**config.mk**
```make
export PLATFORM = sky130hd
export DESIGN_NAME = if_id_queue
export DESIGN_NICKNAME = d
export VERILOG_FILES = /design/src/rtl/if_id_queue.sv
export SDC_FILE = /design/constraint.sdc
export NUM_CORES = 1
export LEC_CHECK = 0
export ABC_AREA = 1
export CAP_MARGIN = 40
export CORE_UTILIZATION = 34
export CTS_CLUSTER_SIZE = 16
export DETAILED_ROUTE_END_ITERATION = 6
export MAX_ROUTING_LAYER = met4
export SYNTH_ARGS = -nofsm -noshare
export SYNTH_HDL_FRONTEND = slang
export SYNTH_SLANG_ARGS = --single-unit
```
**constraint.sdc**
```tcl
create_clock -name clk -period 4.1 [get_ports clk]
set_input_delay 0.615 -clock clk [delete_from_list [all_inputs] [get_ports clk]]
set_output_delay 0.615 -clock clk [all_outputs]
set_load 0.005 [all_outputs]
```
**src/rtl/if_id_queue.sv**
```systemverilog
// IF/ID boundary queue.
//
// A DEPTH-entry FIFO of (pc, inst) pairs in front of a registered ID-side
// output stage. Fetch keeps pushing while decode is stalled until the queue
// fills. With an empty queue and no stall, the fetched word goes straight
// into the output stage, so the unstalled timing is that of a plain pipeline
// register. Flush drops everything (queue and output stage).
//
// Ports:
//   clk       clock, all state updates on the rising edge
//   rst       synchronous reset, active-high
//   stall     ctrl stall vector; only stall[STALL_IDX] is used
//   flush     discard all queued and output-stage contents
//   if_valid  fetch presents a valid pc/inst this cycle
//   if_pc     fetched instruction address
//   if_inst   fetched instruction
//   if_ready  queue can accept (count < DEPTH), from the count register only
//   id_valid  id_pc/id_inst hold a real instruction
//   id_pc     instruction address to decode
//   id_inst   instruction to decode
//   count     queue occupancy, output stage excluded
module if_id_queue #(
  parameter int unsigned AW        = 32,
  parameter int unsigned IW        = 32,
  parameter int unsigned DEPTH     = 4,
  parameter int unsigned STALL_IDX = 1
) (
  input  logic                           clk,
  input  logic                           rst,
  input  logic [5:0]                     stall,
  input  logic                           flush,
  input  logic                           if_valid,
  input  logic [AW-1:0]                  if_pc,
  input  logic [IW-1:0]                  if_inst,
  output logic                           if_ready,
  output logic                           id_valid,
  output logic [AW-1:0]                  id_pc,
  output logic [IW-1:0]                  id_inst,
  output logic [$clog2(DEPTH+1)-1:0]     count
);

  localparam int unsigned PW = $clog2(DEPTH);
  localparam int unsigned CW = $clog2(DEPTH+1);

  logic [AW-1:0] pc_mem_q   [DEPTH];
  logic [IW-1:0] inst_mem_q [DEPTH];

  logic [PW-1:0] rd_ptr_q, wr_ptr_q;
  logic [CW-1:0] count_q;
  logic          id_valid_q;
  logic [AW-1:0] id_pc_q;
  logic [IW-1:0] id_inst_q;

  logic push, adv, pop, bypass, wr;
  logic unused_stall;

  assign unused_stall = ^stall;

  // Ready depends only on the registered count: no path from fetch inputs.
  assign if_ready = (count_q < CW'(DEPTH));

  always_comb begin
    push   = if_valid & if_ready & ~flush;
    adv    = ~stall[STALL_IDX];
    pop    = adv & (count_q != '0);
    // Bypass only when the queue is empty, so program order is preserved.
    bypass = adv & (count_q == '0) & push;
    wr     = push & ~bypass;
  end

  // Storage is deliberately not reset; pointers and count guard it.
  always_ff @(posedge clk) begin
    if (!rst && wr) begin
      pc_mem_q[wr_ptr_q]   <= if_pc;
      inst_mem_q[wr_ptr_q] <= if_inst;
    end
  end

  always_ff @(posedge clk) begin
    if (rst || flush) begin
      rd_ptr_q   <= '0;
      wr_ptr_q   <= '0;
      count_q    <= '0;
      id_valid_q <= 1'b0;
      id_pc_q    <= '0;
      id_inst_q  <= '0;
    end else begin
      if (wr) begin
        wr_ptr_q <= wr_ptr_q + PW'(1);
      end
      if (pop) begin
        rd_ptr_q <= rd_ptr_q + PW'(1);
      end
      count_q <= count_q + CW'(wr) - CW'(pop);

      // Stalled: the output stage holds everything, including id_valid.
      if (adv) begin
        if (pop) begin
          id_valid_q <= 1'b1;
          id_pc_q    <= pc_mem_q[rd_ptr_q];
          id_inst_q  <= inst_mem_q[rd_ptr_q];
        end else if (bypass) begin
          id_valid_q <= 1'b1;
          id_pc_q    <= if_pc;
          id_inst_q  <= if_inst;
        end else begin
          id_valid_q <= 1'b0;
          id_pc_q    <= '0;
          id_inst_q  <= '0;
        end
      end
    end
  end

  assign id_valid = id_valid_q;
  assign id_pc    = id_pc_q;
  assign id_inst  = id_inst_q;
  assign count    = count_q;

endmodule

```
# Word level (Yosys, flattened, before mapping)
# Memories as Yosys holds them, arrays and structs flattened. A register that Yosys moved wholly into a read port is not among the register bits.
# Index checks and enable logic that the tools add are counted.
dict set report op_classes {
  n_lt_le_gt_ge 1
  add_sub_neg 4
  bitwise_logic 9
  muxes 12
  n_reduce_logical 5
}
# operator n
set op_table {}
lappend op_table {{two-way mux 32 bit} 4}
lappend op_table {{two-way mux 2 bit} 4}
lappend op_table {{bitwise AND 1 bit} 6}
lappend op_table {{adder 2 x 1 -> 2 bit, second input constant} 2}
lappend op_table {{two-way mux 1 bit} 4}
lappend op_table {{adder 3 x 1 -> 3 bit} 1}
lappend op_table {{logical NOT 3 bit} 1}
lappend op_table {{less-than comparator 3 bit, second input constant} 1}
lappend op_table {{inverter 1 bit} 3}
lappend op_table {{nonzero test 3 bit} 1}
lappend op_table {{subtractor 3 x 1 -> 3 bit} 1}
lappend op_table {{logical AND 1 bit} 1}
lappend op_table {{logical NOT 1 bit} 1}
lappend op_table {{logical OR 1 bit} 1}
dict set report word_totals {
  memories 2
  input_bits 74
  elab_cells 39
  mem_bits_rw 256
  output_inout_bits 69
  reg_bits 72
}
# memory depth word_bits rd rd_ports_with_merged_regs write_ports line
set memory_table {}
lappend memory_table {inst_mem_q 4 32 1 1 1 46} ;# logic [IW-1:0] inst_mem_q [DEPTH];
lappend memory_table {pc_mem_q 4 32 1 1 1 45} ;# logic [AW-1:0] pc_mem_q [DEPTH];

# Depth between registers and ports, before layout
# Gate-level depths: netlist (run 1).
dict set report depth {
  depth_word 9
  ltp_mapped 10
  ltp_nobuf 10
}

# Least setup slack after synthesis (run 1)
# No wires, ideal clock.
dict set report synth_timing {
  path_kind {input -> register}
  start {in stall[1]}
  end {mem inst_mem_q[0][0], enable pin}
  stages 5
  t_required_ns 3.614
  t_arrival_ns 3.862
  path_buffers 0
  path_slack_ns -0.248
  setup_time_ns 0.486
  cell_sequence {inv_1 nand3_4 nand2_1 or2_1 nor2_1}
}
dict set report synth_between {
  elab_chain_cells 8
}
# item line
set synth_rtl {}
lappend synth_rtl {{start: declaration} 30} ;# input logic [5:0] stall,
lappend synth_rtl {{inverter 1 bit} 64} ;# adv = ~stall[STALL_IDX];
lappend synth_rtl {{bitwise AND 1 bit (2 in a row)} 67} ;# bypass = adv & (count_q == '0) & push;
lappend synth_rtl {{inverter 1 bit} 68} ;# wr = push & ~bypass;
lappend synth_rtl {{bitwise AND 1 bit} 68}
lappend synth_rtl {{logical AND 1 bit} 73} ;# if (!rst && wr) begin
lappend synth_rtl {{two-way mux 1 bit} 73}
lappend synth_rtl {{two-way mux 1 bit (not written as such)} 75} ;# inst_mem_q[wr_ptr_q] <= if_inst;
lappend synth_rtl {{end: declaration} 46}
# Every way passes these cells.

# Worst setup path after layout (run 1)
dict set report layout_timing {
  start {in stall[1]}
  end {mem pc_mem_q[3][5], enable pin}
}
dict set report layout_between {
  elab_chain_cells 8
}
# item line
set layout_rtl {}
lappend layout_rtl {{inverter 1 bit} 64}
lappend layout_rtl {{bitwise AND 1 bit (2 in a row)} 67}
lappend layout_rtl {{inverter 1 bit} 68}
lappend layout_rtl {{bitwise AND 1 bit} 68}
lappend layout_rtl {{logical AND 1 bit} 73}
lappend layout_rtl {{two-way mux 1 bit} 73}
lappend layout_rtl {{two-way mux 1 bit (not written as such)} 74} ;# pc_mem_q[wr_ptr_q] <= if_pc;
lappend layout_rtl {{end: declaration} 45}
# Every way passes these cells.

==> implementation parameters, run 1 <==
Parameter                              Value

Clock network
  # resized after CTS    0
  Clock buffer depth    3
  Root buf cell    clkbuf_16
  Clk slew on worst S/H paths    60 ps
  Number of H-tree levels    2
  Number of buffers added by the clock tree synthesis step    37
  CTS tree    yes
  Sink Count    330
  Number of buffers added for setup after CTS    0
  Clock insertion delay at the later pin of the skew report    520 ps
  Hold-fix buffer count after cts    0

Critical path
  Worst EP arrival    2690 ps
  CP required    4250 ps
  List of cells traversed by the critical path    clkdlybuf4s50_1 -> inv_4 -> nand3_4 -> nand2_1 -> or2_1 -> nor2_4 -> buf_4
  Register-to-register setup slack    1790 ps
  Crit path max fanout    38
  Longest individual stage delay on the worst path    530 ps
  First element of the critical path    stall[1]
  R2R Path End    id_inst[19]
  Critical Path End    pc_mem_q[3][5]
  Worst setup path category    in -> reg
  Worst Reg-to-Reg Cells    8
  Crit end category    register
  Master of the slowest instance on the critical path    clkdlybuf4s50_1
  Type of element launching the critical path    input pin

STA
  Hold Vio Cnt, Final    0
  Worst Hold Slack    450 ps
  Total setup violations reported at the end of the flow    0
  Setup repair after global routing missed its margin    no
  Post-route setup slack    1560 ps
  Maximum achievable frequency    393 MHz
  Worst relative slew slack    0.458
  Setup TNS Final    0 ps
  Number of pins with negative max-slew slack in the final report    0
  Post-route clock period utilization    0.620
  Final period demand of the worst path    2540 ps
  Worst setup skew after layout    14.3 ps
  Actual transition at the worst max-transition pin    811 ps

Yosys
  Post-synthesis instance total    1295
  Main combinational cell family by area after synthesis    simple AND/OR/NAND/NOR gates
  Basic-gate share of the synthesized area counting and, or, nand and nor cells    0.250
  Register area share after synthesis    0.688
  Complex-gate fraction of the synthesized area    0.00375
  Adder and majority cell fraction of the synthesized area    0.00713
  Post-synthesis xor/xnor area fraction    0.00131
  Count of cell types in the netlist    22
  Nets in the synthesized netlist    1376
  Number of synthesized register bits    330
  Count of yosys warnings during synthesis    0
  Syn_area_per_cell    10.3 sq um
  Mux cell area share after synthesis    0
  Post-synth design cell area    0.0133 sq mm

Floorplan
  Full die area    0.0400 sq mm
  Row Count    72
  Overall die height    200 microns
  Core Footprint    0.0386 sq mm
  I/O pin count    143
  Chip Width    200 microns
  Initial core utilization    0.345

Final layout
  Layout overhead on the synthesized area    24.3%
  Count of placed standard cells in the final layout, fillers left out    1969
  Fraction of final layout cells sized beyond drive strength 1    0.0642
  Layout Nets    1501

Placed design
  Post-DP HPWL    17.1 mm
  Total placed cells including tap cells    1899
  Placement Setup Slack    1000 ps
  Routability cong.    0.712
  Port bufs    137

Routing
  Drc violations    0
  Via count normalized by instance count    4.65
  Drt pass-1 iters    5
  Remaining antenna violation count    0
  WL final    31.1 mm
  Total number of vias    9165
  Drt initial violations    494
  WL/cell    15.8 microns

Global routing
  Antenna violations before repair    2
  Global route total overflow    0
  Via count of the first global-routing pass    9091
  GRT Overall Usage    0.164
  Global-route wire length before repair    49.0 mm
  Maximum number of pins on one net before global-route repair    68

Min path
  Class of the most critical hold timing path    reg -> reg

Power
  Areal power density over the cells    455 mW/mm^2
  Cell leakage power    6.40 nW
  IR Drop Worst-Case VDD    0.275 mV
  Power, Total    7.54 mW

Status
  Status    complete, no violations

Flow run
  Max-capacitance violation count    0
## kinds of logic (layout without fill, tap and decap cells)
logic type | after synthesis | after routing
flip-flops | 330 | 330
buffers and inverters | 156 | 310
other | 0 | 2
AO/OA/AOI/OAI | 10 | 10
XOR/XNOR | 2 | 2
adder cells (fa/ha/maj) | 7 | 7
AND/OR/NAND/NOR | 790 | 790
## worst min path at each step
stage	startpoint	endpoint	slack, ps	depth (start not counted)
2_1_floorplan	rd_ptr_q[1]	register	430	2
3_3_place_gp	rd_ptr_q[1]	register	440	2
3_5_place_dp	rd_ptr_q[1]	register	450	2
4_1_cts	rd_ptr_q[1]	register	460	2
5_1_grt	rd_ptr_q[1]	register	470	2
6_report	rd_ptr_q[1]	register	450	2
## cell usage in the layout, fill, tap and decap left out, types with 2 or more instances in the layout
| cell | Yosys | layout |
|---|---|---|
| dfxtp_1 | 74 | 72 |
| clkbuf_1 | 17 | 10 |
| ha_1 | 6 | 6 |
| clkinv_2 | 0 | 3 |
| xor2_1 | 2 | 2 |
| clkinv_1 | 0 | 4 |
| o21ai_0 | 4 | 4 |
| buf_12 | 0 | 4 |
| clkdlybuf4s50_1 | 0 | 137 |
| buf_16 | 0 | 2 |
| bufinv_16 | 0 | 3 |
| inv_1 | 80 | 77 |
| a21oi_1 | 6 | 6 |
| edfxtp_1 | 256 | 256 |
| inv_2 | 2 | 3 |
| buf_4 | 5 | 17 |
| inv_4 | 0 | 4 |
| clkbuf_16 | 0 | 42 |
| nand3_1 | 257 | 257 |
| dfxtp_4 | 0 | 2 |
| nand2_1 | 388 | 388 |
| nor2_1 | 139 | 135 |
| nor2_4 | 1 | 5 |
| clkbuf_8 | 0 | 2 |
| diode_2 | 0 | 2 |
## cell type report
type	instances	area [sq um]
fill	3643	22100
tap	518	648
inverter	82	313
sequential	330	9180
timing repair buffer	160	1630
antenna	2	5.00
clock inverter	14	150
clock buffer	54	1120
multi-input combinational	809	3530
## cell usage after synthesis, drive strengths merged
cell type  instances  area (sq um)
nand2            389          1460
nand3            258          1300
edfxtp           256          7690
nor2             141           553
inv               82           308
dfxtp             74          1480
buf               57           294
clkbuf            17          63.8
a21oi              6          30.0
ha                 6          75.1
o21ai              4          20.0
xor2               2          17.5
fa                 1          20.0
nand3b             1          11.3
or2                1          6.26
## flip-flops by register name (all words and copies together), names as in the netlist, named ones only
register    count
count           3
id_inst        32
id_pc          32
id_valid        1
inst_mem_q    128
pc_mem_q      128
rd_ptr_q        2
wr_ptr_q        2
## stage by stage
stage | cell area (sq um) | utilization
after floorplan | 13300 | -
after global placement | 15200 | 0.394
after detailed placement | 15300 | 0.396
after CTS | 16600 | 0.429
after global routing | 16600 | 0.429
final | 16600 | 0.429
## layer usage
metal	up-vias	global-route usage	wire, microns
li1	4573	-	-
met1	4377	0.207	14300
met2	178	0.268	14800
met3	37	0.0333	1530
met4	0	0.0483	493
met5	-	-	0
## power by group
group | switching [mW] | internal (mW)
Clock | 1.30 | 2.09
Sequential | 0.0223 | 3.65
Combinational | 0.279 | 0.207
Total | 1.60 | 5.94
## worst max-delay path, delay by kind of cell
family	cells	cell delay, ps
buffers and inverters	3	1200
and+or+nand+nor	4	820
Power figures use the tool's default switching activity.
==> run 2: changes to the inputs <==
==> constraint.sdc (replaced) <==
create_clock -name clk -period 2.5 [get_ports clk]
set_input_delay 0.375 -clock clk [delete_from_list [all_inputs] [get_ports clk]]
set_output_delay 0.375 -clock clk [all_outputs]
set_load 0.005 [all_outputs]
==> implementation parameters, run 2 (same netlist as run 1, synthesis figures left out) <==
Parameter                              Value

Clock network
  Sink Count    330 (unchanged)
  # resized after CTS    0 (unchanged)
  Number of H-tree levels    2 (unchanged)
  CTS tree    yes
  Clk slew on worst S/H paths    60 ps (about the same)
  Root buf cell    clkbuf_16
  Clock insertion delay at the later pin of the skew report    510 ps (about the same)
  Number of buffers added for setup after CTS    0 (unchanged)
  Number of buffers added by the clock tree synthesis step    38 (+2.7%)
  Hold-fix buffer count after cts    0 (unchanged)
  Clock buffer depth    3 (unchanged)

Routing
  WL final    32.0 mm (+2.8%)
  Drt initial violations    552 (+12%)
  Total number of vias    9249 (+0.92%)
  Via count normalized by instance count    4.68 (+0.46%)
  Drt pass-1 iters    7 (+2)
  WL/cell    16.2 microns (+2.4%)
  Remaining antenna violation count    0 (unchanged)
  Drc violations    1 (+1)

Critical path
  Reg2Reg Launch Point    count[2]
  Register-to-register setup slack    470 ps (-1320 ps)
  Worst EP arrival    2410 ps (-280 ps)
  First element of the critical path    count[2]
  R2R Path End    count[2]
  Worst setup path category    reg -> reg
  Type of element launching the critical path    register
  Crit path max fanout    4 (-89%)
  Worst Reg-to-Reg Cells    10 (+2)
  Critical Path End    count[2]
  Longest individual stage delay on the worst path    410 ps (-120 ps)
  Master of the slowest instance on the critical path    fa_1
  CP required    2880 ps (-1370 ps)
  List of cells traversed by the critical path    inv_2 -> nand2_1 -> nor2_1 -> nand2_1 -> ha_1 -> inv_1 -> ha_1 -> fa_1 -> xor2_1 -> nor2_1
  Crit end category    register

Final layout
  Final design instance area without fill    0.0167 sq mm (+0.59%)
  Most used cells in the layout excluding fill and tap cells    nand2_1 (388), nand3_1 (257), edfxtp_1 (256), clkdlybuf4s50_1 (137), nor2_1 (135)
  FF/Latch Area    0.00918 sq mm (unchanged)
  Most common library cell in the layout ignoring fill and taps    nand2_1
  Fillers    3611 (-0.88%)
  Layout Nets    1511 (+0.67%)
  Largest regs    inst_mem_q (128), pc_mem_q (128)
  Fraction of final layout cells sized beyond drive strength 1    0.0665 (+0.00235)
  Layout overhead on the synthesized area    25.0%
  Multi-input gate area    0.00353 sq mm (+0.14%)

Power
  IR Drop Worst-Case VDD    0.343 mV (+25%)
  Power, Total    12.1 mW (+60%)
  Areal power density over the cells    726 mW/mm^2 (+60%)
  Cell leakage power    6.44 nW (+0.60%)

Floorplan
  Full die area    0.0400 sq mm (unchanged)
  I/O pin count    143 (unchanged)
  Initial core utilization    0.345 (unchanged)
  Overall die height    200 microns (unchanged)
  Row Count    72 (unchanged)
  Chip Width    200 microns (unchanged)
  Core Footprint    0.0386 sq mm (unchanged)

Global routing
  Antenna violations before repair    2 (unchanged)
  Global route total overflow    0 (unchanged)
  Global-route wire length before repair    49.9 mm (+1.8%)
  Maximum number of pins on one net before global-route repair    130 (+91%)
  Via count of the first global-routing pass    8988 (-1.1%)
  GRT Overall Usage    0.166 (+0.00152)

STA
  Total setup violations reported at the end of the flow    0 (unchanged)
  Number of pins with negative max-slew slack in the final report    0 (unchanged)
  Maximum achievable frequency    493 MHz
  Worst setup skew after layout    22.3 ps (+8.03 ps)
  Hold Vio Cnt, Final    0 (unchanged)
  Final period demand of the worst path    2030 ps
  Actual transition at the worst max-transition pin    663 ps (-148 ps)
  Post-route clock period utilization    0.811
  Setup repair after global routing missed its margin    no
  Worst relative slew slack    0.558 (+0.0994)

Status
  Status    finished with violations
  Failing checks    design-rule violations

Min path
  Class of the most critical hold timing path    reg -> reg

Placed design
  Post-DP HPWL    18.3 mm (+7.4%)
  Post-detailed-placement cell area    0.0155 sq mm (+1.2%)
  Port bufs    137 (unchanged)
  Routability cong.    0.743 (+4.3%)

Flow run
  Max-capacitance violation count    0 (unchanged)
[run 2: cell types whose count changed in the layout (fill, tap and decap cells not counted), sizes merged]
cell	before	now
buf	23	32
clkinv	8	10
inv	85	83
bufinv	3	2
clkbuf	54	55
[run 2: where the power goes]
group | internal (mW) | switching [mW] | leakage (nW)
registers | 5.99 | 0.0347 | 2.91
clock network | 3.18 | 2.07 | 0.579
logic | 0.354 | 0.478 | 2.95
[run 2: how the worst min path moves through the flow]
stage | from | to | cells past startpoint
final | rd_ptr_q[1] | register | 2
after floorplan | rd_ptr_q[1] | register | 2
after detailed placement | rd_ptr_q[1] | register | 2
after global routing | rd_ptr_q[1] | register | 2
after global placement | rd_ptr_q[1] | register | 2
after CTS | rd_ptr_q[1] | register | 2
[run 2: per-stage QoR]
step                      setup TNS [ps]  instances  hold slack (ps)  worst slack, ps  utilization
after floorplan                  -158120       1295              433             -618            -
after global placement                 0       1907              438             26.2        0.400
after detailed placement               0       1908              444             16.2        0.401
after CTS                              0       1976              455              460        0.431
after global routing                   0       1978              479              286        0.431
final                                  0       1978              456              473        0.431
[run 2: routing by layer]
| metal | GRT usage | up-vias | wire (microns) |
|---|---|---|---|
| met4 | 0.0450 | 0 | 574 |
| met1 | 0.219 | 4415 | 14700 |
| li1 | - | 4579 | - |
| met5 | - | - | 0 |
| met3 | 0.0304 | 45 | 1620 |
| met2 | 0.262 | 210 | 15100 |
[run 2: critical path: cells and delay by family (launching register included)]
kind,cells,cell delay [ps]
XOR/XNOR,1,170
adder cells (fa/ha/maj),3,880
buffers and inverters,2,140
flip-flops,1,370
AND/OR/NAND/NOR,4,340
[run 2: final cells by class]
type | instances | area share
tap | 518 | 0.0389
antenna | 2 | 0.000300
inverter | 82 | 0.0188
multi-input combinational | 809 | 0.212
clock inverter | 13 | 0.00661
clock buffer | 55 | 0.0646
timing repair buffer | 169 | 0.108
sequential | 330 | 0.550
